[src/rtl/consumer.sv]
// -----------------------------------------------------------------------------
// consumer
//
// Sink stage that terminates a valid/ready stream from an upstream generator.
// It drives a programmable back-pressure pattern on ready_o, counts accepted
// beats, records the last accepted data word and, optionally, checks that the
// received data forms an incrementing sequence.
//
// Configuration macro:
//   CONSUMER_SEQ_CHECK_EN - when defined, the incrementing-sequence checker is
//                           built in; when undefined, err_o / err_count_o are
//                           tied to zero and no checker state exists.
//
// Parameters:
//   DW     data width (must match the upstream generator)
//   DELAY  cycles ready_o stays low after each accepted beat (0 = always ready)
//   CW     width of the beat and error counters
//
// Ports:
//   clk          in   single clock, rising edge
//   rst          in   synchronous, active-high reset
//   valid_i      in   upstream data valid
//   data_i       in   upstream data
//   ready_o      out  registered ready to upstream
//   rx_count_o   out  number of accepted beats (wraps)
//   last_data_o  out  data of the most recent accepted beat
//   err_o        out  sticky sequence-error flag
//   err_count_o  out  number of mismatching beats (saturates)
// -----------------------------------------------------------------------------
module consumer #(
    parameter int DW    = 16,
    parameter int DELAY = 0,
    parameter int CW    = 32
) (
    input  logic          clk,
    input  logic          rst,
    input  logic          valid_i,
    input  logic [DW-1:0] data_i,
    output logic          ready_o,
    output logic [CW-1:0] rx_count_o,
    output logic [DW-1:0] last_data_o,
    output logic          err_o,
    output logic [CW-1:0] err_count_o
);

    // Stall counter must hold DELAY-1; keep at least one bit so DELAY=0 is legal.
    localparam int SW = (DELAY > 0) ? $clog2(DELAY + 1) : 1;

    typedef enum logic [1:0] {
        S_INIT,
        S_ACCEPT,
        S_STALL
    } state_e;

    state_e          state_q, state_d;
    logic [SW-1:0]   stall_q, stall_d;
    logic            ready_q, ready_d;
    logic [CW-1:0]   rx_q, rx_d;
    logic [DW-1:0]   last_q, last_d;
    logic            beat;

    // ready_q is a flop, so the handshake never depends combinationally on valid_i.
    assign beat = valid_i && ready_q;

    // -------------------------------------------------------------------------
    // Next-state and datapath
    // -------------------------------------------------------------------------
    always_comb begin
        // NOTE: every signal gets a default before the case so no path leaves
        // it unassigned, which would otherwise infer a latch.
        state_d = state_q;
        stall_d = stall_q;
        rx_d    = rx_q;
        last_d  = last_q;

        unique case (state_q)
            S_INIT: begin
                state_d = S_ACCEPT;
            end
            S_ACCEPT: begin
                if (beat && (DELAY > 0)) begin
                    stall_d = SW'((DELAY > 0) ? DELAY - 1 : 0);
                    state_d = S_STALL;
                end
            end
            S_STALL: begin
                if (stall_q == '0) begin
                    state_d = S_ACCEPT;
                end else begin
                    stall_d = stall_q - 1'b1;
                end
            end
            default: begin
                state_d = S_INIT;
            end
        endcase

        if (beat) begin
            rx_d   = rx_q + 1'b1;
            last_d = data_i;
        end
    end

    // Registering the decoded next state keeps ready_o a pure flop output.
    assign ready_d = (state_d == S_ACCEPT);

    always_ff @(posedge clk) begin
        // NOTE: sequential state uses non-blocking assignments so all flops
        // sample their inputs from the same edge, independent of statement order.
        if (rst) begin
            state_q <= S_INIT;
            stall_q <= '0;
            ready_q <= 1'b0;
            rx_q    <= '0;
            last_q  <= '0;
        end else begin
            state_q <= state_d;
            stall_q <= stall_d;
            ready_q <= ready_d;
            rx_q    <= rx_d;
            last_q  <= last_d;
        end
    end

    assign ready_o     = ready_q;
    assign rx_count_o  = rx_q;
    assign last_data_o = last_q;

    // -------------------------------------------------------------------------
    // Optional incrementing-sequence checker
    // -------------------------------------------------------------------------
`ifdef CONSUMER_SEQ_CHECK_EN
    logic [DW-1:0] exp_q, exp_d;
    logic          err_q, err_d;
    logic [CW-1:0] errc_q, errc_d;

    always_comb begin
        exp_d  = exp_q;
        err_d  = err_q;
        errc_d = errc_q;
        if (beat) begin
            if (data_i == exp_q) begin
                exp_d = exp_q + 1'b1;
            end else begin
                err_d = 1'b1;
                if (errc_q != '1) begin
                    errc_d = errc_q + 1'b1;
                end
                // Resynchronise on the received value so one bad word costs one error.
                exp_d = data_i + 1'b1;
            end
        end
    end

    always_ff @(posedge clk) begin
        if (rst) begin
            exp_q  <= '0;
            err_q  <= 1'b0;
            errc_q <= '0;
        end else begin
            exp_q  <= exp_d;
            err_q  <= err_d;
            errc_q <= errc_d;
        end
    end

    assign err_o       = err_q;
    assign err_count_o = errc_q;
`else
    assign err_o       = 1'b0;
    assign err_count_o = '0;
`endif

endmodule

[config.mk]
export PLATFORM = sky130hd
export DESIGN_NAME = consumer
export DESIGN_NICKNAME = d
export VERILOG_FILES = /design/src/rtl/consumer.sv
export SDC_FILE = /design/constraint.sdc
export NUM_CORES = 1
export LEC_CHECK = 0
export BUFFER_PORTS_ARGS = -buffer_cell sky130_fd_sc_hd__buf_2
export CORE_MARGIN = 3
export CORE_UTILIZATION = 50
export DETAILED_ROUTE_END_ITERATION = 10
export GPL_TIMING_DRIVEN = 0
export PLACE_DENSITY_LB_ADDON = 0.3
export SLEW_MARGIN = 20
export SYNTH_ARGS = -nofsm -noshare
export SYNTH_HDL_FRONTEND = slang
export SYNTH_SLANG_ARGS = --single-unit
[constraint.sdc]
create_clock -name clk -period 2.8 [get_ports clk]
set_clock_uncertainty 0.15 [all_clocks]
set_input_delay 0.28 -clock clk [delete_from_list [all_inputs] [get_ports clk]]
set_output_delay 0.28 -clock clk [all_outputs]
set_load 0.05 [all_outputs]
==> metrics.txt <==
CTS buffer count 5; Sink Count 50; critical path startpoint rx_count_o[3]; worst-path fanout max 10; antenna violations before repair 0; die width 75.6 microns; Die Y 75.6 microns; RD Place Congestion 0.780; CTS tree done; Post-route DRC 0; Data arrival, critical path 2200 ps; Lkg Pwr 1.39 nW; Max Root-Sink Buffers 2; final setup TNS 0 ps; Netlist cell types 34; min-delay src data_i[6]; Hold Crit Class in -> reg; Clock Latency Late Sink about 300 ps; vias per inst 5.12; row count 24; Slew HR 0.658; area of the mapped netlist 0.00242 sq mm; number of synthesized flops with an enable pin 0; placed cells 436; Reg2Reg Launch Point rx_count_o[3]; Required @ worst endpoint 2840 ps; die area between 0.005 and 0.006 sq mm; worst slew pin tran 513 ps; sequential area share after synthesis 0.414; CP Capture Type flop; antenna diode count 0; RSZ-0062 raised after global routing no; HPWL Detailed around 4.1 mm; Layout area overhead 25.5%; DR pass1 iterations 4; status complete, no violations; largest net degree at the start of global routing 15; most frequently used flop master after synthesis dfxtp_1; Final Net Count 411; post-synthesis cell count 284; global route overflow 0; Root Buffer clkbuf_8; Finish-stage setup viols 0; maximum VDD drop 0.324 mV; Syn Area/Cell 8.52 sq um; first-pass GRT wire length between 8 and 9 mm; min cycle time layout 2160 ps; gr usage total 0.195; DRT iter0 DRCs 103; H-tree levels 2; period utilization 0.772; core area 0.00450 sq mm; final slew viol count 0; Max-cap violations 0; clk slew on worst S/H paths about 90 ps; yosys warns 0; drt wl/cell 12.2 microns; Pwr Density 465 mW/mm^2; Initial Util 0.537; Worst Path Class, Setup reg -> reg; post-cts sizing count 0; fmax around 460 MHz; Synth Register Bits 50; Setup Fix Bufs, Post-CTS 0; Hold Violations, Final 0; post-route ant nets 0; CTS Hold Bufs 0; # fillers 428; asr flop ratio synth 0; share of layout cells above drive strength 1 0.306; I/O pin total 101; via count 2273; drt total wl 5.43 mm; CP Launch Type flop; vias in the first global route about 2000; Port Buf Inserts 67; Post-Layout Cell Count 444
-- state kept, by name, indices dropped and copies added, names as in the netlist --
signal,count
rx_count_o,32
last_data_o,16
state_q,2
-- metal layers --
layer  up-vias  track usage  routed length [microns]
met5         -            0                        0
met2        86        0.327                     2630
met1      1035        0.237                     2380
li1       1147            -                        -
met4         0       0.0777                       46
met3         5       0.0515                      376
-- through the flow --
step | hold slack [ps] | power, mW | util | cell area [sq um] | worst slack [ps]
2_1_floorplan | 239 | 0.959 | - | 2540 | 515
3_3_place_gp | 243 | 0.994 | 0.653 | 2940 | 682
3_5_place_dp | 249 | 0.997 | 0.653 | 2940 | 702
4_1_cts | 50.4 | 1.41 | 0.674 | 3030 | 658
5_1_grt | 50.1 | 1.47 | 0.674 | 3030 | 497
6_report | 57.1 | 1.41 | 0.674 | 3030 | 639
-- report_power, final --
group | leakage [nW] | switching [mW] | internal, mW | total [mW]
logic | 0.934 | 0.187 | 0.0614 | 0.249
registers | 0.405 | 0.00901 | 0.724 | 0.733
clock network | 0.0482 | 0.228 | 0.200 | 0.428
total | 1.39 | 0.424 | 0.985 | 1.41
-- cells by family (layout without fill, tap and decap cells) --
family / Yosys count / count (layout) / synth area share
DFF: 50 / 50 / 0.414
xor gates and xnor gates: 13 / 13 / 0.0471
adders and majority gates: 1 / 1 / 0.00517
other: 1 / 34 / 0.00155
AOI/OAI and AO/OA: 50 / 50 / 0.118
muxes: 2 / 2 / 0.00931
buffers and inverters: 50 / 125 / 0.141
and+or+nand+nor: 117 / 117 / 0.263
-- synthesized netlist by cell type, types with 3 or more instances --
library cell / number / area (sq um)
nand2_1: 44 / 165
and2_1: 3 / 18.8
dfxtp_1: 50 / 1000
buf_4: 33 / 248
or4_1: 13 / 97.6
and4_4: 3 / 33.8
inv_1: 3 / 11.3
a21oi_1: 34 / 170
xor2_1: 7 / 61.3
clkbuf_1: 8 / 30.0
buf_6: 4 / 45.0
nand3_1: 8 / 40.0
nor2_1: 17 / 63.8
nand4_1: 11 / 68.8
xnor2_1: 6 / 52.6
and4_1: 3 / 26.3
o31ai_1: 13 / 97.6
nor4_1: 3 / 18.8
-- worst paths after layout --
path / endpoint / slack [ps] / cells past startpoint
max: rx_count_o[31] / 640 / 5
min: last_data_o[6] / 60 / 3
max reg2reg: rx_count_o[31] / 640 / 5
min reg2reg: state_q[0] / 260 / 1
-- area by class of cell --
class | instances | area (sq um) | share of cell area
Buffer | 47 | 330 | 0.109
Clock buffer | 7 | 86.3 | 0.0285
Sequential cell | 50 | 1000 | 0.330
Clock inverter | 1 | 5.00 | 0.00165
Tap cell | 52 | 65.1 | 0.0214
Multi-Input combinational cell | 217 | 1200 | 0.395
Timing Repair Buffer | 67 | 335 | 0.111
Inverter | 3 | 11.3 | 0.00371
-- worst max-delay path, stage by stage (launching register included) --
cell and delay [ps]:
dfxtp_1 470, and4_4 320, nand3_2 190, buf_6 210, nor4_1 360, mux2_1 360
-- cells in the final DEF, fill, tap and decap left out, types with 2 or more instances in the layout --
| cell | instances |
|---|---|
| buf_2 | 67 |
| dfxtp_1 | 50 |
| nand2_1 | 44 |
| a21oi_1 | 34 |
| conb_1 | 34 |
| buf_4 | 33 |
| nor2_1 | 17 |
| o31ai_1 | 13 |
| or4_1 | 13 |
| nand4_1 | 11 |
| clkbuf_1 | 9 |
| nand3_1 | 8 |
| xor2_1 | 7 |
| xnor2_1 | 6 |
| clkbuf_8 | 6 |
| buf_6 | 4 |
| and4_1 | 3 |
| and4_4 | 3 |
| inv_1 | 3 |
| and2_1 | 3 |
| nor4_1 | 3 |
| buf_1 | 2 |
| and3_1 | 2 |
| o21ai_0 | 2 |
| or3_1 | 2 |
| nor2b_1 | 2 |
Note: power is estimated with default switching activity, not from simulation.
